==> config.mk <==
export PLATFORM = sky130hd
export DESIGN_NAME = ram_dumper
export DESIGN_NICKNAME = d
export VERILOG_FILES = /design/src/rtl/ram_dumper_pkg.sv /design/src/rtl/ram_dumper_rise_detect.sv /design/src/rtl/ram_dumper.sv
export SDC_FILE = /design/constraint.sdc
export NUM_CORES = 1
export LEC_CHECK = 0
export BUFFER_PORTS_ARGS = -buffer_cell sky130_fd_sc_hd__clkbuf_2
export CAP_MARGIN = 10
export CELL_PAD_IN_SITES_DETAIL_PLACEMENT = 0
export CELL_PAD_IN_SITES_GLOBAL_PLACEMENT = 1
export CORE_ASPECT_RATIO = 1.2
export CORE_MARGIN = 2
export CORE_UTILIZATION = 26
export DETAILED_ROUTE_END_ITERATION = 8
export PLACE_DENSITY_LB_ADDON = 0.1
export SYNTH_ARGS = -nofsm -noshare
export SYNTH_HDL_FRONTEND = slang
export SYNTH_HIERARCHICAL = 1
export SYNTH_SLANG_ARGS = --single-unit
export TNS_END_PERCENT = 50
==> constraint.sdc <==
create_clock -name clk -period 7.9 [get_ports clk]
set_clock_uncertainty 0.05 [all_clocks]
set_input_delay 1.185 -clock clk [delete_from_list [all_inputs] [get_ports clk]]
set_output_delay 1.185 -clock clk [all_outputs]
set_load 0.01 [all_outputs]
==> src/rtl/ram_dumper_pkg.sv <==
// Shared constants for the RAM dumper: address width, sync byte, FSM encodings
// and the header byte selector.
package ram_dumper_pkg;

  localparam int unsigned RAM_ADDR_BITS     = 16;
  localparam logic [7:0]  SYNC_BYTE_DEFAULT = 8'h55;
  localparam logic [2:0]  HDR_LAST          = 3'd4;

  typedef enum logic [2:0] {
    IDLE,
    HDR,
    RD_REQ,
    RD_WAIT,
    SEND,
    WAIT_DONE,
    CSUM,
    FIN
  } state_t;

  // Which kind of byte is outstanding while in WAIT_DONE.
  typedef enum logic [1:0] {
    PH_HDR,
    PH_DATA,
    PH_CSUM
  } phase_t;

  function automatic logic [7:0] hdr_byte(input logic [2:0]  idx,
                                          input logic [7:0]  sync,
                                          input logic [15:0] addr,
                                          input logic [15:0] len);
    logic [7:0] b;
    case (idx)
      3'd0:    b = sync;
      3'd1:    b = addr[15:8];
      3'd2:    b = addr[7:0];
      3'd3:    b = len[15:8];
      default: b = len[7:0];
    endcase
    return b;
  endfunction

endpackage

==> src/rtl/ram_dumper_rise_detect.sv <==
// Rising-edge detector for the trigger level; history clears on reset so a
// trigger already high at reset release counts as an edge.
module rise_detect (
  input  logic clk,
  input  logic rst_n,
  input  logic d,
  output logic rise
);

  logic d_q;

  always_ff @(posedge clk or negedge rst_n) begin
    if (!rst_n) d_q <= 1'b0;
    else        d_q <= d;
  end

  assign rise = d & ~d_q;

endmodule

==> src/rtl/ram_dumper.sv <==
// Streams a RAM window over a UART as: sync, addr hi/lo, len hi/lo, data bytes,
// 8-bit data checksum. One byte in flight at a time, paced by tx_done.
module ram_dumper
  import ram_dumper_pkg::*;
#(
  parameter int unsigned ADDR_BITS = RAM_ADDR_BITS,
  parameter logic [7:0]  SYNC_BYTE = SYNC_BYTE_DEFAULT
) (
  input  logic                 clk,
  input  logic                 rst_n,
  input  logic                 trigger,
  input  logic [ADDR_BITS-1:0] start_addr,
  input  logic [15:0]          length,
  output logic [ADDR_BITS-1:0] ram_addr,
  input  logic [7:0]           ram_data,
  output logic [7:0]           tx_data,
  output logic                 tx_wr,
  input  logic                 tx_done,
  output logic                 dumping,
  output logic                 done
);

  state_t      state_q, state_d;
  phase_t      phase_q;
  logic [2:0]  hdr_idx_q;
  logic [15:0] count_q;
  logic [7:0]  csum_q;
  logic [15:0] addr16;
  logic        rise;

  rise_detect u_rise (
    .clk  (clk),
    .rst_n(rst_n),
    .d    (trigger),
    .rise (rise)
  );

  generate
    if (ADDR_BITS >= 16) begin : g_addr_trunc
      assign addr16 = ram_addr[15:0];
    end else begin : g_addr_ext
      assign addr16 = {{(16-ADDR_BITS){1'b0}}, ram_addr};
    end
  endgenerate

  always_ff @(posedge clk or negedge rst_n) begin
    if (!rst_n) state_q <= IDLE;
    else        state_q <= state_d;
  end

  always_comb begin
    state_d = state_q;
    case (state_q)
      IDLE:            if (rise) state_d = HDR;
      HDR, SEND, CSUM: state_d = WAIT_DONE;
      RD_REQ:          state_d = RD_WAIT;
      RD_WAIT:         state_d = SEND;
      WAIT_DONE: begin
        if (tx_done) begin
          if (phase_q == PH_CSUM)                              state_d = FIN;
          else if (phase_q == PH_HDR && hdr_idx_q != HDR_LAST) state_d = HDR;
          else if (count_q == '0)                              state_d = CSUM;
          else                                                 state_d = RD_REQ;
        end
      end
      FIN:     state_d = IDLE;
      default: state_d = IDLE;
    endcase
  end

  always_comb begin
    tx_wr   = (state_q == HDR) || (state_q == SEND) || (state_q == CSUM);
    dumping = (state_q != IDLE);
    done    = (state_q == FIN);
  end

  // tx_data is loaded on the edge entering each send state so it is already
  // stable during the single tx_wr cycle; ram_addr holds the header address
  // until the first data byte is sent.
  always_ff @(posedge clk or negedge rst_n) begin
    if (!rst_n) begin
      ram_addr  <= '0;
      tx_data   <= '0;
      count_q   <= '0;
      csum_q    <= '0;
      hdr_idx_q <= '0;
      phase_q   <= PH_HDR;
    end else begin
      case (state_q)
        IDLE: begin
          if (rise) begin
            ram_addr  <= start_addr;
            count_q   <= length;
            csum_q    <= '0;
            hdr_idx_q <= '0;
            phase_q   <= PH_HDR;
            tx_data   <= SYNC_BYTE;
          end
        end
        RD_WAIT: begin
          tx_data <= ram_data;
          csum_q  <= csum_q + ram_data;
        end
        SEND: begin
          ram_addr <= ram_addr + 1'b1;
          count_q  <= count_q - 1'b1;
          phase_q  <= PH_DATA;
        end
        WAIT_DONE: begin
          if (state_d == HDR) begin
            hdr_idx_q <= hdr_idx_q + 3'd1;
            tx_data   <= hdr_byte(hdr_idx_q + 3'd1, SYNC_BYTE, addr16, count_q);
          end else if (state_d == CSUM) begin
            tx_data <= csum_q;
            phase_q <= PH_CSUM;
          end
        end
        default: ;
      endcase
    end
  end

endmodule
==> results by group, run 1 <==
Worst hold path
  – Number of cells traversed by the worst hold path: 1
  – Min-Delay Path Class: reg -> reg

Power
  – Design Power: 1.92 mW
  – Power share of the combinational group: 0.480
  – Power per cell area: 438 mW/mm2
  – Share of power burned in the clock network: 0.190
  – Leakage: 1.91 nW
  – Sw Ratio: 0.450
  – Internal power summed over all cells: 1.06 mW
  – Net load switching power: 0.866 mW
  – Fraction of power consumed by sequential logic: 0.330
  – Max rail drop VDD: 0.000156 V

Drt
  – Via density per instance: 5.37
  – Wire length after detailed routing: 12200 um
  – Iteration-0 DRC Markers: 225
  – Residual antenna-violating net count after detailed routing: 0
  – Avg WL per Cell: 19.3 um
  – Post-route DRC violation count: 0
  – DR vias: 3401
  – Number of optimization iterations in the first detailed-route pass: 7

Logic synthesis
  – Largest family of logic cells by synthesized area: compound AO/OA/AOI/OAI gates
  – Most common cell in the synthesized netlist: sky130_fd_sc_hd__dfrtp_1
  – Seq cells post-synth: 57
  – Average instance area after synthesis: 9.16 um2
  – Arithmetic-cell share of the synthesized area counting full adders, half adders and majority gates: 0.0575
  – Ys Warns: 6
  – Register area share after synthesis: 0.395
  – Number of flops mapped to enable cells by yosys: 0
  – Simple-Gate Fraction of Synth Area: 0.203
  – Number of distinct library cells after synthesis: 57
  – Synth Area in Compound Gates: 0.256
  – Most used standard cells in the synthesized netlist: 57 x sky130_fd_sc_hd__dfrtp_1, 49 x sky130_fd_sc_hd__nand2_1, 31 x sky130_fd_sc_hd__nor2_1
  – Share of Yosys cell area claimed by the top area cell type: 0.395
  – Net count after synthesis: 454
  – Summed instance area of the synthesized netlist: 0.00361 mm2
  – Multiplexer fraction of the synthesized cell area: 0.0364
  – Synth Flop Type: sky130_fd_sc_hd__dfrtp_1
  – Fraction of synthesis flops using an asynchronous set or reset pin: 1.00
  – Largest cells by area after synthesis: sky130_fd_sc_hd__dfrtp_1 40%, sky130_fd_sc_hd__ha_1 5.2%, sky130_fd_sc_hd__nand2_1 5.1%
  – Post-Synth XOR/XNOR Area: 0.0146
  – Number of instances in the synthesized netlist: 394
  – Cell type with the largest total area after synthesis: sky130_fd_sc_hd__dfrtp_1

Floorplanning
  – Top-level I/O count: 71
  – Site row count: 47
  – Die height: 133 um
  – Area enclosed by the die boundary: 0.0148 mm2
  – Initial core utilization: 0.263
  – X dimension of the die: 112 um
  – Core area: 0.0137 mm2

Setup path
  – Crit end category: register
  – Crit path required time: 8.06 ns
  – Register-to-Register Path Depth: 8
  – Worst reg2reg endpoint: tx_data[4]
  – Register-to-register setup slack: 4.69 ns
  – Worst r2r src: hdr_idx_q[0]
  – CP Max Fanout: 13
  – Element type at the critical path start: register
  – Startpoint of the worst setup timing path: hdr_idx_q[0]
  – Capture point of the worst path: tx_data[4]
  – Startpoint-to-endpoint class of the critical path: reg -> reg
  – Data arrival time of the critical path: 3.37 ns

Timing
  – Worst hold slack: 0.429 ns
  – Final critical path time including I/O delays and setup: 3.21 ns
  – Worst Tran Pin Value: 0.933 ns
  – Worst slew margin relative to its limit: 0.376
  – Final setup violation count: 0
  – Highest achievable clock rate: 0.311 GHz
  – Fraction of the cycle the final worst path needs: 0.407
  – Final number of max-transition violations: 0
  – RSZ-0062 raised after global routing: false
  – Post-layout worst setup margin: 4.69 ns
  – Sum Neg Setup Slack: 0 ns
  – Final hold violations: 0

Cells and area
  – Post-route standard cell area excluding fillers: 0.00439 mm2
  – Net count, final: 517
  – Final Instance Count excl. Fillers: 633
  – Antenna Diode Count: 0
  – Final standard cell utilization of the core: 0.321
  – Area added between synthesis and finish: 21.7%
  – Share of post-route cells with drive strength above 1: 0.238

Clock network
  – Number of levels the H-tree was split into: 3
  – Clock root buffer: sky130_fd_sc_hd__clkbuf_16
  – Number of buffers inserted by hold repair at cts: 0
  – Postcts setup bufs: 0
  – Clk Latency, worst-skew pair: 0.33 ns
  – Clock slew seen by the registers of the worst setup and hold paths: 0.05 ns
  – Post-cts gate resize count: 0
  – Worst-case clock buffer depth: 2
  – Number of buffers created by CTS: 9
  – Clock Sink Count: 57
  – CTS tree: yes

Placement
  – Number of placed instances, taps included: 616
  – Post-Place Worst Slack: 4.10 ns
  – Placement Cell Area: 0.00411 mm2
  – HPWL after DPL: 8980 um
  – Final estimated routing congestion in global placement: 0.798
  – Number of port buffers: 70

Global route
  – Remaining Overflow, GRT: 0
  – Via count of the first global-routing pass: 3290
  – Largest net degree at the start of global routing: 58
  – Initial antenna violation count: 0
  – GRT Util Overall: 0.168
  – First-pass GRT wire length: 19300 um

Status
  – Result of the run: finished, final reports clean

Run
  – Max-cap violations: 0
power groups by stage:
| stage | Clock (mW) | Sequential, mW | Combinational [mW] |
|---|---|---|---|
| 2_1_floorplan | 0 | 0.567 | 0.686 |
| 3_3_place_gp | 0 | 0.646 | 0.925 |
| 3_5_place_dp | 0 | 0.643 | 0.932 |
| 4_1_cts | 0.376 | 0.639 | 0.935 |
| 5_1_grt | 0.387 | 0.662 | 1.03 |
| 6_report | 0.366 | 0.635 | 0.924 |
sequential cells by signal (all words and copies together) (netlist names):
signal,count
ram_addr,16
hdr_idx_q,3
u_rise/d_q,1
state_q,3
count_q,16
phase_q,2
tx_data,8
csum_q,8
logic make-up after synthesis:
logic type | Yosys count
buffers and inverters | 34
DFF | 57
xor gates and xnor gates | 6
AOI/OAI and AO/OA | 126
muxes | 12
and+or+nand+nor | 143
adders and majority gates | 16
layout make-up:
type | count | area (um2)
inverter | 11 | 41.3
multi-input combinational | 303 | 2050
clock buffer | 13 | 260
sequential | 57 | 1430
timing repair buffer | 75 | 388
fill | 1479 | 9310
clock inverter | 3 | 15.0
tap | 171 | 214
layout by cell type, fill, tap and decap left out, types with 3 or more instances in the layout:
cell                        synthesis  layout
sky130_fd_sc_hd__a22o_1             7       7
sky130_fd_sc_hd__nor4_1             6       6
sky130_fd_sc_hd__nand2b_1           5       5
sky130_fd_sc_hd__clkbuf_16          0       9
sky130_fd_sc_hd__o211ai_1          10      10
sky130_fd_sc_hd__o22ai_1            4       4
sky130_fd_sc_hd__a21oi_1           13      13
sky130_fd_sc_hd__a222oi_1           8       8
sky130_fd_sc_hd__o21ai_0           26      26
sky130_fd_sc_hd__a31oi_1            4       4
sky130_fd_sc_hd__xnor2_1            4       4
sky130_fd_sc_hd__nand2_1           49      49
sky130_fd_sc_hd__mux2_2             9       9
sky130_fd_sc_hd__nand3_1           20      20
sky130_fd_sc_hd__ha_1              15      15
sky130_fd_sc_hd__clkbuf_2           0      70
sky130_fd_sc_hd__clkinv_2           0       3
sky130_fd_sc_hd__a21o_1             3       3
sky130_fd_sc_hd__dfrtp_1           57      57
sky130_fd_sc_hd__or2_2              4       4
sky130_fd_sc_hd__nor3_1             7       7
sky130_fd_sc_hd__inv_1             11      11
sky130_fd_sc_hd__a211oi_1           7       7
sky130_fd_sc_hd__mux2i_1            3       3
sky130_fd_sc_hd__a221o_1            6       6
sky130_fd_sc_hd__buf_4              0       4
sky130_fd_sc_hd__a2bb2oi_1          3       3
sky130_fd_sc_hd__and3_1             5       5
sky130_fd_sc_hd__nor2_1            31      31
sky130_fd_sc_hd__o311ai_0           9       9
sky130_fd_sc_hd__o2bb2ai_1          3       3
sky130_fd_sc_hd__a32oi_1            4       4
sky130_fd_sc_hd__o2111ai_1          4       4
critical path: stages (launching register included):
cell and delay [ns]:
sky130_fd_sc_hd__dfrtp_1 0.41, sky130_fd_sc_hd__inv_1 0.14, sky130_fd_sc_hd__ha_1 0.43, sky130_fd_sc_hd__a211o_1 0.27, sky130_fd_sc_hd__a41oi_1 0.16, sky130_fd_sc_hd__o211a_1 0.26
sky130_fd_sc_hd__and3_1 0.35, sky130_fd_sc_hd__nor4_4 0.61, sky130_fd_sc_hd__mux2_2 0.40
metal layers:
layer,global-route usage,share of wire,vias up,wire length [um]
li1,-,-,1634,-
met1,0.217,0.44,1641,5360
met2,0.285,0.50,110,6130
met3,0.0334,0.045,16,555
met4,0.0494,0.013,0,155
met5,0,0,-,0
worst min-delay path by stage:
stage / end / slack (ns) / startpoint
final: csum_q[7] / 0.43 / csum_q[7]
after global routing: csum_q[7] / 0.44 / csum_q[7]
after CTS: csum_q[7] / 0.43 / csum_q[7]
after detailed placement: csum_q[7] / 0.43 / csum_q[7]
after global placement: csum_q[7] / 0.42 / csum_q[7]
after floorplan: csum_q[7] / 0.40 / csum_q[7]
No activity file was read; power rests on OpenSTA's default activity.
==> run 2: changes to the inputs <==
- clock period: 7.9 -> 2.84 ns (I/O delays scaled with it)
==> run 2 against run 1 <==
  * Clock power grew to 2.8 times the previous value
  * Register-to-register slack worse by 4.4 ns
  * Sequential share of layout area is 1.2 points lower
  * Sequential power grew to 2.7 times the previous value
  * Setup slack worse by 4.4 ns
  * Critical path type unchanged
==> results by group, run 2 (synthesized netlist as in run 1, its figures left out) <==
Timing
  – RSZ-0062 raised after global routing: false
  – Worst Tran Pin Value: 0.754 ns
  – Final number of max-transition violations: 0
  – Final setup violation count: 0
  – Highest achievable clock rate: 0.388 GHz
  – Fraction of the cycle the final worst path needs: 0.909
  – Final critical path time including I/O delays and setup: 2.58 ns
  – Worst slew margin relative to its limit: 0.492
  – Sum Neg Setup Slack: 0 ns
  – Final hold violations: 0

Global route
  – Initial antenna violation count: 0
  – Remaining Overflow, GRT: 0
  – Largest net degree at the start of global routing: 26
  – Via count of the first global-routing pass: 3499
  – First-pass GRT wire length: 19700 um
  – GRT Util Overall: 0.172

Drt
  – Residual antenna-violating net count after detailed routing: 0
  – Number of optimization iterations in the first detailed-route pass: 5
  – Iteration-0 DRC Markers: 227
  – Via density per instance: 5.31
  – Avg WL per Cell: 19.1 um
  – Post-route DRC violation count: 0
  – DR vias: 3467
  – Wire length after detailed routing: 12500 um

Cells and area
  – Largest registers: count_q: 16 flops, ram_addr: 16 flops
  – Most frequent standard cell in the layout excluding fill and tap cells: sky130_fd_sc_hd__clkbuf_2
  – Final Instance Count excl. Fillers: 653
  – Antenna Diode Count: 0
  – Net count, final: 539
  – Most frequent cells in the layout: 70 x sky130_fd_sc_hd__clkbuf_2, 57 x sky130_fd_sc_hd__dfrtp_1, 49 x sky130_fd_sc_hd__nand2_1
  – Area added between synthesis and finish: 26.5%
  – Share of post-route cells with drive strength above 1: 0.274

Clock network
  – Number of buffers created by CTS: 9
  – Number of buffers inserted by hold repair at cts: 0
  – CTS tree: yes
  – Clock root buffer: sky130_fd_sc_hd__clkbuf_16
  – Post-cts gate resize count: 0
  – Clk Latency, worst-skew pair: 0.33 ns
  – Clock Sink Count: 57
  – Postcts setup bufs: 0
  – Worst-case clock buffer depth: 2
  – Clock slew seen by the registers of the worst setup and hold paths: 0.05 ns
  – Number of levels the H-tree was split into: 3

Setup path
  – Crit path required time: 3.00 ns
  – Element type at the critical path start: register
  – Ordered list of cells on the worst path: or4_4, nor3_4, nand3_2, and3_1, nor4_4, buf_4, mux2_2
  – CP Max Fanout: 8
  – Register-to-Register Path Depth: 7
  – Data arrival time of the critical path: 2.74 ns
  – Worst reg2reg endpoint: tx_data[3]
  – Worst r2r src: count_q[5]
  – Standard cell with the maximum stage delay on the critical path: sky130_fd_sc_hd__or4_4
  – Biggest cell delay along the critical path: 0.60 ns
  – Register-to-register setup slack: 0.26 ns
  – Startpoint-to-endpoint class of the critical path: reg -> reg
  – Crit end category: register

Status
  – Result of the run: finished, final reports clean

Power
  – Leakage: 2.02 nW
  – Design Power: 5.55 mW
  – Power per cell area: 1220 mW/mm2
  – Max rail drop VDD: 0.000390 V

Floorplanning
  – Initial core utilization: 0.263
  – Top-level I/O count: 71
  – X dimension of the die: 112 um
  – Die height: 133 um
  – Site row count: 47
  – Core area: 0.0137 mm2
  – Area enclosed by the die boundary: 0.0148 mm2

Placement
  – Number of port buffers: 70
  – Final estimated routing congestion in global placement: 0.797
  – HPWL after DPL: 9580 um
  – Number of placed instances, taps included: 639

Worst hold path
  – Min-Delay Path Class: in -> async

Run
  – Max-cap violations: 0
## run 2: cell count changes in the layout (fill, tap and decap cells not counted), sizes merged
cell      before  now
clkinvlp       0    1
clkbuf        84   81
buf            4   27
clkinv         3    2
## run 2: per-stage QoR
step,worst slack (ns),hold slack (ns),cell area [um2],utilization
CTS,0.235,0.0778,4570,0.333
floorplan,0.297,0.0804,3610,-
global placement,0.280,0.421,4300,0.313
finish,0.260,0.0635,4570,0.333
detailed placement,0.247,0.432,4300,0.313
global route,0.0648,0.0980,4570,0.333
## run 2: report_power, final
part	switching, mW	total, mW	internal (mW)	leakage, nW
Combinational	1.56	2.84	1.28	1.19
Sequential	0.526	1.71	1.18	0.692
Clock	0.381	1.01	0.624	0.133
## run 2: cell type report
type                       count  area, um2
multi-input combinational    303       2050
clock inverter                 3       17.5
timing repair buffer          97        566
fill                        1475       9140
clock buffer                  11        253
sequential                    57       1430
inverter                      11       41.3
tap                          171        214
## run 2: critical path, delay by kind of cell, from the launching register on
family | cells | cell delay [ns]
flops | 1 | 0.42
simple gates | 5 | 1.43
mux | 1 | 0.34
buf+inv | 1 | 0.21
## run 2: how the worst max path moves through the flow
| stage | start | end | slack, ns | depth (start not counted) |
|---|---|---|---|---|
| after floorplan | count_q[4] | tx_data[0] | 0.30 | 7 |
| after global placement | count_q[5] | tx_data[5] | 0.28 | 7 |
| after detailed placement | count_q[5] | tx_data[5] | 0.25 | 7 |
| after CTS | count_q[5] | tx_data[5] | 0.24 | 7 |
| after global routing | count_q[0] | tx_data[5] | 0.06 | 9 |
| final | count_q[5] | tx_data[3] | 0.26 | 7 |
## run 2: metal layers
layer  GRT usage  wire length (um)  vias to the layer above
li1            -                 -                     1674
met1       0.215              5390                     1674
met2       0.296              6340                      101
met3      0.0357               535                       18
met4      0.0583               233                        0
met5           0                 0                        -
